--- config.mk ---
export PLATFORM = sky130hd
export DESIGN_NAME = if_id_queue
export DESIGN_NICKNAME = d
export VERILOG_FILES = /design/src/rtl/if_id_pkg.sv /design/src/rtl/if_id_fifo_mem.sv /design/src/rtl/if_id_queue.sv
export SDC_FILE = /design/constraint.sdc
export NUM_CORES = 1
export LEC_CHECK = 0
export ABC_CLOCK_PERIOD_IN_PS = 12500
export CAP_MARGIN = 10
export CORE_MARGIN = 3
export CORE_UTILIZATION = 28
export CTS_BUF_LIST = sky130_fd_sc_hd__clkbuf_4 sky130_fd_sc_hd__clkbuf_8
export CTS_CLUSTER_SIZE = 10
export DETAILED_ROUTE_END_ITERATION = 12
export PLACE_DENSITY = 0.51
export SLEW_MARGIN = 10
export SYNTH_ARGS = -nofsm -noshare
export SYNTH_HDL_FRONTEND = slang
export SYNTH_HIERARCHICAL = 1
export SYNTH_SLANG_ARGS = --single-unit
--- constraint.sdc ---
create_clock -name clk_i -period 12.5 [get_ports clk_i]
set_input_delay 3.75 -clock clk_i [delete_from_list [all_inputs] [get_ports clk_i]]
set_output_delay 3.75 -clock clk_i [all_outputs]
set_load 0.01 [all_outputs]
--- src/rtl/if_id_pkg.sv ---
// Shared definitions for the IF/ID decoupling queue: instruction field
// positions, the NOP bubble and the default {PC, instruction} entry layout.
package if_id_pkg;

  localparam int INST_W = 32;

  localparam int OP_HI    = 31;
  localparam int OP_LO    = 26;
  localparam int RS_HI    = 25;
  localparam int RS_LO    = 21;
  localparam int RT_HI    = 20;
  localparam int RT_LO    = 16;
  localparam int RD_HI    = 15;
  localparam int RD_LO    = 11;
  localparam int FUNCT_HI = 5;
  localparam int FUNCT_LO = 0;
  localparam int IMM_HI   = 15;
  localparam int IMM_LO   = 0;
  localparam int JADDR_HI = 25;
  localparam int JADDR_LO = 0;

  localparam logic [INST_W-1:0] NOP_INST = 32'h0000_0000;

  // Entry layout for the default 32-bit PC; the queue builds the same shape
  // at its own ADDR_W.
  typedef struct packed {
    logic [31:0]       addr;
    logic [INST_W-1:0] inst;
  } if_id_entry_t;

endpackage

--- src/rtl/if_id_fifo_mem.sv ---
// DEPTH x WIDTH register array with one synchronous write port and one
// asynchronous read port; contents are not reset, the owner masks them.
module if_id_fifo_mem #(
  parameter int WIDTH = 64,
  parameter int DEPTH = 2,
  parameter int PTR_W = (DEPTH > 1) ? $clog2(DEPTH) : 1
) (
  input  logic             i_clk,
  input  logic             i_wr_en,
  input  logic [PTR_W-1:0] i_wr_addr,
  input  logic [WIDTH-1:0] i_wr_data,
  input  logic [PTR_W-1:0] i_rd_addr,
  output logic [WIDTH-1:0] o_rd_data
);

  logic [WIDTH-1:0] r_mem [DEPTH];

  always_ff @(posedge i_clk) begin
    if (i_wr_en) begin
      r_mem[i_wr_addr] <= i_wr_data;
    end
  end

  assign o_rd_data = r_mem[i_rd_addr];

endmodule

--- src/rtl/if_id_queue.sv ---
// IF/ID decoupling queue: DEPTH-entry FIFO of {PC, instruction} with a
// valid/ready fetch handshake, hazard stall on the head and branch flush.
module if_id_queue
  import if_id_pkg::*;
#(
  parameter int ADDR_W = 32,
  parameter int DEPTH  = 2
) (
  input  logic                     clk_i,
  input  logic                     rst_n_i,
  input  logic [ADDR_W-1:0]        inst_addr_i,
  input  logic [INST_W-1:0]        inst_i,
  input  logic                     in_valid_i,
  output logic                     in_ready_o,
  input  logic                     hd_i,
  input  logic                     flush_i,
  output logic                     out_valid_o,
  output logic [ADDR_W-1:0]        inst_addr_o,
  output logic [INST_W-1:0]        inst_o,
  output logic [5:0]               op_o,
  output logic [5:0]               funct_o,
  output logic [4:0]               rs_o,
  output logic [4:0]               rt_o,
  output logic [4:0]               rd_o,
  output logic [15:0]              imm16_o,
  output logic [25:0]              jaddr_o,
  output logic [$clog2(DEPTH):0]   count_o
);

  localparam int PTR_W   = $clog2(DEPTH);
  localparam int CNT_W   = PTR_W + 1;
  localparam int ENTRY_W = ADDR_W + INST_W;

  typedef struct packed {
    logic [ADDR_W-1:0] addr;
    logic [INST_W-1:0] inst;
  } entry_t;

  logic [PTR_W-1:0] r_wr_ptr;
  logic [PTR_W-1:0] r_rd_ptr;
  logic [CNT_W-1:0] r_count;

  logic             w_full;
  logic             w_empty;
  logic             w_enq;
  logic             w_deq;
  entry_t           w_wr_entry;
  logic [ENTRY_W-1:0] w_rd_data;
  entry_t           w_head;

  // Handshake status depends only on the registered count, so no input
  // reaches an output combinationally.
  assign w_full      = (r_count == CNT_W'(DEPTH));
  assign w_empty     = (r_count == '0);
  assign in_ready_o  = !w_full;
  assign out_valid_o = !w_empty;

  assign w_enq = in_valid_i && !w_full && !flush_i;
  assign w_deq = !w_empty && !hd_i && !flush_i;

  // Pointers are log2(DEPTH) wide, so power-of-two DEPTH wraps for free.
  always_ff @(posedge clk_i or negedge rst_n_i) begin
    if (!rst_n_i) begin
      r_wr_ptr <= '0;
      r_rd_ptr <= '0;
      r_count  <= '0;
    end else if (flush_i) begin
      r_wr_ptr <= '0;
      r_rd_ptr <= '0;
      r_count  <= '0;
    end else begin
      if (w_enq) begin
        r_wr_ptr <= r_wr_ptr + PTR_W'(1);
      end
      if (w_deq) begin
        r_rd_ptr <= r_rd_ptr + PTR_W'(1);
      end
      if (w_enq && !w_deq) begin
        r_count <= r_count + CNT_W'(1);
      end else if (w_deq && !w_enq) begin
        r_count <= r_count - CNT_W'(1);
      end
    end
  end

  assign w_wr_entry.addr = inst_addr_i;
  assign w_wr_entry.inst = inst_i;

  if_id_fifo_mem #(
    .WIDTH (ENTRY_W),
    .DEPTH (DEPTH),
    .PTR_W (PTR_W)
  ) u_mem (
    .i_clk     (clk_i),
    .i_wr_en   (w_enq),
    .i_wr_addr (r_wr_ptr),
    .i_wr_data (w_wr_entry),
    .i_rd_addr (r_rd_ptr),
    .o_rd_data (w_rd_data)
  );

  // Stale storage is masked to a NOP bubble whenever the queue is empty.
  assign w_head = out_valid_o ? entry_t'(w_rd_data)
                              : '{addr: '0, inst: NOP_INST};

  assign inst_addr_o = w_head.addr;
  assign inst_o      = w_head.inst;
  assign op_o        = w_head.inst[OP_HI:OP_LO];
  assign funct_o     = w_head.inst[FUNCT_HI:FUNCT_LO];
  assign rs_o        = w_head.inst[RS_HI:RS_LO];
  assign rt_o        = w_head.inst[RT_HI:RT_LO];
  assign rd_o        = w_head.inst[RD_HI:RD_LO];
  assign imm16_o     = w_head.inst[IMM_HI:IMM_LO];
  assign jaddr_o     = w_head.inst[JADDR_HI:JADDR_LO];
  assign count_o     = r_count;

endmodule

==> run_results.csv, run 1 <==
group,metric,value,unit
logic_synthesis,syn-num-nets,436,
global_route,grtUsageTotal,10.0,%
setup_path,cp_max_fo,39,
sta,fin_crit,6740,ps
drt,ant_nets,0,
place,gp_congestion,0.711,
clocking,clk_latency,430,ps
hold_path,min_from,"r_wr_ptr$_DFFE_PN0P_",
outcome,status,"finished, final reports clean",
setup_path,cp.arrival,2990,ps
sta,finalSetupTns,0,ps
place,portBuffers,205,
cells_and_area,layout.nets,579,
clocking,cts_made_buffers,17,
logic_synthesis,synth_top_cell_area_share,62.9,%
sta,rsz0062_at_grt,"false",
setup_path,r2r_slack,9890,ps
setup_path,r2r_end,"u_mem/r_mem[0][1]$_DFFE_PP_",
logic_synthesis,synth_warnings,6,
sta,tightest_slew,933,ps
floorplanning,io_pins,206,
floorplanning,initial_core_util,28.8,%
clocking,hold_buffers,0,
setup_path,crit_required,8750,ps
sta,fmax,148,MHz
clocking,cts.clk_slew.worst_paths,70,ps
setup_path,critPathCaptureType,"output pin",
global_route,grt_max_degree,66,
logic_synthesis,synth_seq_cells,132,
drt,num_vias,3220,
drt,wl_per_cell,15.1,µm
floorplanning,dieArea,23600,µm²
cells_and_area,final_util,38.4,%
power,powerDensity,119,nW/µm²
cells_and_area,final_common_cell,"clkdlybuf4s50_1",
place,dp_hpwl,8110,µm
floorplanning,die_w,154,µm
logic_synthesis,avgSynthCellArea,16.7,µm²
clocking,cts_num_sinks,132,
drt,routed_wl,12000,µm
clocking,cts.root.buffer_cell,"clkbuf_8",
logic_synthesis,synth_top_area_cell,"edfxtp_1",
global_route,grt_pass1_vias,3455,
clocking,postCtsSetupRepairBufs,0,
hold_path,min_path_cells,2,
sta,finClkSkew,5.59,ps
cells_and_area,syn_to_final_growth,33.4,%
logic_synthesis,yosysUniqueCellTypes,24,
logic_synthesis,seq_area_frac_synth,64.5,%
floorplanning,floorplan.core_area,21200,µm²
global_route,gr-total-overflow,0,
clocking,cts_buffer_depth,2,
setup_path,rr_startpoint,"count_o[1]$_DFFE_PN0P_",
sta,setup_viol_count_final,0,
drt,first_pass_iters,4,
clocking,h-tree-depth,4,
cells_and_area,drive_gt1_share,19.0,%
clocking,post_cts_resized,0,
logic_synthesis,syn_area,6110,µm²
sta,fin_crit_sh,53.9,%
floorplanning,fp.dieH,154,µm
cells_and_area,final_cell_mix,"clkdlybuf4s50_1, edfxtp_1, and2_1",
floorplanning,rows,53,
hold_path,hold_class,"flop to flop",
logic_synthesis,syn_inst,367,
cells_and_area,diodes,0,
hold_path,min_to,"r_wr_ptr$_DFFE_PN0P_",
power,vdd_ir_drop_max,57.7,µV
sta,slew_headroom,37.8,%
run,maxCapViolCount,0,
drt,vias_per_cell,4.05,
sta,slew_viol_final,0,
sta,finalHoldViolations,0,
setup_path,worstSetupStartpointType,"flop",
global_route,grt_antenna_before_repair,2,
setup_path,worstSetupPathType,"flop to output pin",
logic_synthesis,ys_top_cells_by_area,"edfxtp_1, mux2_4, buf_4",
setup_path,rr_worst_depth,4,
setup_path,cp-startpoint,"r_rd_ptr$_DFFE_PN0P_",
power,p_leak,2.82,nW
clocking,cts_tree,"built",
global_route,grt_pass1_wl,18300,µm
drt,drcViolationCount,0,
drt,drtIter0Drc,91,
report_power, final:
group | total, W | switching, W | internal, W
Clock | 0.000285 | 0.000155 | 0.000130
Sequential | 0.000511 | 0.00000749 | 0.000503
Combinational | 0.000176 | 0.0000682 | 0.000108
cells in the mapped netlist:
cell and count:
a31oi_1 1, o21ai_0 3, buf_2 1, a21oi_1 3, nand2b_1 1, buf_4 69, mux2_4 60, buf_12 6
and3b_2 1, nor3_1 1, inv_1 3, mux2_2 4, and2_1 65, or3_1 2, edfxtp_1 128, nand2_1 1
buf_6 2, dfrtp_1 4, nor2_1 1, nor2_2 1, nand3_1 2, a211o_1 1, nor2b_1 2, clkbuf_2 5
how the worst max path moves through the flow:
stage	cells past startpoint	endpoint
3_5_place_dp	5	u_mem/r_mem[0][53]$_DFFE_PP_
2_1_floorplan	3	u_mem/r_mem[0][0]$_DFFE_PP_
3_3_place_gp	5	u_mem/r_mem[0][56]$_DFFE_PP_
5_1_grt	4	imm16_o[11]
4_1_cts	4	imm16_o[11]
6_report	4	imm16_o[11]
routing by layer:
metal / wire (µm) / part of all wire, % / GRT usage, % / vias to the layer above
met2: 5930 / 49 / 17.2 / 136
met1: 5080 / 42 / 11.5 / 1542
met5: 27 / 0.22 / 0 / -
li1: - / - / - / 1524
met4: 138 / 1.1 / 3.41 / 4
met3: 868 / 7.2 / 3.91 / 14
worst max-delay path, stage by stage (launching register included):
cell	delay, ps
dfrtp_4	740
buf_4	700
mux2_4	270
and2_1	210
clkdlybuf4s50_1	600
flip-flops by register name, summed over array words and instances, names as in the netlist:
name         cells
count_o          2
u_mem/r_mem    128
r_wr_ptr         1
r_rd_ptr         1
stage by stage:
stage	cell area (µm²)	instances	setup slack [ps]	total power, W	hold WS [ps]
6_report	8150	796	5760	0.000972	631
4_1_cts	8150	796	5630	0.000993	630
2_1_floorplan	6110	367	5160	0.000626	530
5_1_grt	8150	796	5560	0.00102	679
3_5_place_dp	7850	766	6100	0.000701	622
3_3_place_gp	7850	766	6130	0.000699	592
final cells by class:
class | instances | area [µm²]
clock buffers | 17 | 234
inverters | 3 | 11.3
multi-input cells | 149 | 1480
repair buffers | 207 | 2070
clock inverters | 13 | 71.3
flip-flops and latches | 132 | 3950
well taps | 275 | 344
fillers | 2009 | 13100
cell families after synthesis:
kind of cell | count (synthesis) | synth area share, %
compound gates | 8 | 0.737
flops | 132 | 64.5
simple gates | 77 | 7.80
buf+inv | 86 | 11.5
mux | 64 | 15.5
Note: power is estimated with default switching activity, not from simulation.
==> inputs of run 2 (changes only) <==
- ABC_CLOCK_PERIOD_IN_PS: 12500 -> 6360
- clock period: 12.5 -> 6.36 ns (I/O delays scaled with it)
==> run 2 against run 1 <==
  * Cell count increased by 0.25%
  * Flip-flop and latch count unchanged
  * Highest routed layer is now met4
  * Largest power group unchanged
  * Die area unchanged
  * Sequential share of layout area decreased by 0.57 points
==> run_results.csv, run 2 (synthesized netlist as in run 1, its figures left out) <==
group,metric,value,unit
outcome,status,"finished, final reports clean",
sta,worst_slack,1420,ps
setup_path,cp.arrival,3030,ps
cells_and_area,final_common_cell,"clkdlybuf4s50_1",
drt,routed_wl,12000,µm
setup_path,worstSetupStartpointType,"flop",
global_route,grt_pass1_wl,18700,µm
clocking,clk_latency,430,ps
drt,num_vias,3240,
cells_and_area,final_cell_mix,"clkdlybuf4s50_1, edfxtp_1, and2_1",
run,maxCapViolCount,0,
cells_and_area,largest_register_ffs,128,
clocking,cts_tree,"built",
floorplanning,initial_core_util,28.8,%
setup_path,crit_required,4450,ps
clocking,post_cts_resized,0,
power,powerDensity,247,nW/µm²
drt,first_pass_iters,4,
clocking,hold_buffers,0,
power,vdd_ir_drop_max,133,µV
clocking,cts.clk_slew.worst_paths,80,ps
hold_path,hold_class,"flop to flop",
cells_and_area,final_util,38.9,%
sta,fmax,202,MHz
sta,finalSetupTns,0,ps
floorplanning,io_pins,206,
floorplanning,floorplan.core_area,21200,µm²
sta,slew_headroom,31.8,%
clocking,cts_num_sinks,132,
sta,slew_viol_final,0,
clocking,postCtsSetupRepairBufs,0,
setup_path,critPathCaptureType,"output pin",
sta,finClkSkew,13.1,ps
global_route,grt_pass1_vias,3481,
place,postPlaceCellArea,7860,µm²
drt,drcViolationCount,0,
floorplanning,rows,53,
cells_and_area,layout.nets,579,
place,gp_congestion,0.705,
global_route,grt_antenna_before_repair,0,
sta,rsz0062_at_grt,"false",
sta,finalHoldViolations,0,
cells_and_area,drive_gt1_share,19.7,%
place,portBuffers,205,
place,dp_hpwl,8180,µm
floorplanning,fp.dieH,154,µm
sta,fin_crit_sh,77.7,%
clocking,cts_buffer_depth,2,
setup_path,worstSetupPathType,"flop to output pin",
sta,tightest_slew,1020,ps
global_route,grt_max_degree,66,
drt,drtIter0Drc,96,
sta,holdWs,643,ps
global_route,gr-total-overflow,0,
drt,wl_per_cell,15.1,µm
cells_and_area,regMostFlops,"u_mem/r_mem",
cells_and_area,fin_area,8250,µm²
sta,fin_crit,4940,ps
clocking,h-tree-depth,4,
global_route,grtUsageTotal,10.2,%
floorplanning,die_w,154,µm
cells_and_area,fillCellCount,2006,
drt,vias_per_cell,4.06,
floorplanning,dieArea,23600,µm²
clocking,cts.root.buffer_cell,"clkbuf_8",
sta,setup_viol_count_final,0,
setup_path,cp_max_fo,39,
place,place_ws,1830,ps
clocking,cts_made_buffers,17,
cells_and_area,diodes,0,
drt,ant_nets,0,
cells_and_area,syn_to_final_growth,35.0,%
power,p_leak,2.86,nW
==> run 2: changes by cell type in the layout (fill, tap and decap cells not counted) <==
cell / delta
clkinv_1: -2
buf_4: -1
bufinv_16: +2
buf_12: +1
clkinv_2: -4
inv_6: +3
clkinv_4: +3
==> run 2: final timing paths <==
| kind | slack, ps | to | depth (start not counted) | from |
|---|---|---|---|---|
| min in group asynchronous | 1680 | count_o[1]$_DFFE_PN0P_ | 1 | rst_n_i |
| worst min register to register | 640 | r_wr_ptr$_DFFE_PN0P_ | 2 | r_wr_ptr$_DFFE_PN0P_ |
| worst max register to register | 3910 | u_mem/r_mem[0][50]$_DFFE_PP_ | 4 | count_o[1]$_DFFE_PN0P_ |
| worst min-delay path | 640 | r_wr_ptr$_DFFE_PN0P_ | 2 | r_wr_ptr$_DFFE_PN0P_ |
| max in group asynchronous | 4470 | r_rd_ptr$_DFFE_PN0P_ | 1 | rst_n_i |
| worst max-delay path | 1420 | imm16_o[11] | 4 | r_rd_ptr$_DFFE_PN0P_ |
==> run 2: final cells by class <==
class	count	area [µm²]	share of cell area [%]
sequential	132	3950	47.8
clock inverter	15	156	1.90
clock buffer	17	234	2.84
inverter	3	11.3	0.136
multi-input combinational	149	1480	17.9
tap	275	344	4.17
timing repair buffer	207	2080	25.2
==> run 2: metal layers <==
layer  share of wire [%]  track usage (%)  up-vias
met5                   0                0        -
met3                 7.0             3.43       15
met1                  41             11.7     1561
met4                 1.6             4.16        0
met2                  51             17.6      132
li1                    -                -     1532
==> run 2: critical path, cell delays in order, from the launching register on <==
cell and delay (ps):
dfrtp_4 890, buf_4 580, mux2_4 240, and2_1 220, clkdlybuf4s50_1 610
==> run 2: metrics by stage <==
| stage | instances | power [W] |
|---|---|---|
| floorplan | 367 | 0.00123 |
| global placement | 766 | 0.00137 |
| detailed placement | 766 | 0.00138 |
| CTS | 798 | 0.00208 |
| global route | 798 | 0.00213 |
| finish | 798 | 0.00203 |
==> run 2: where the power goes <==
group | leakage, nW | internal, W | switching, W
logic | 1.44 | 0.000213 | 0.000132
clock network | 0.186 | 0.000350 | 0.000333
registers | 1.23 | 0.000988 | 0.0000176
total | 2.86 | 0.00155 | 0.000483
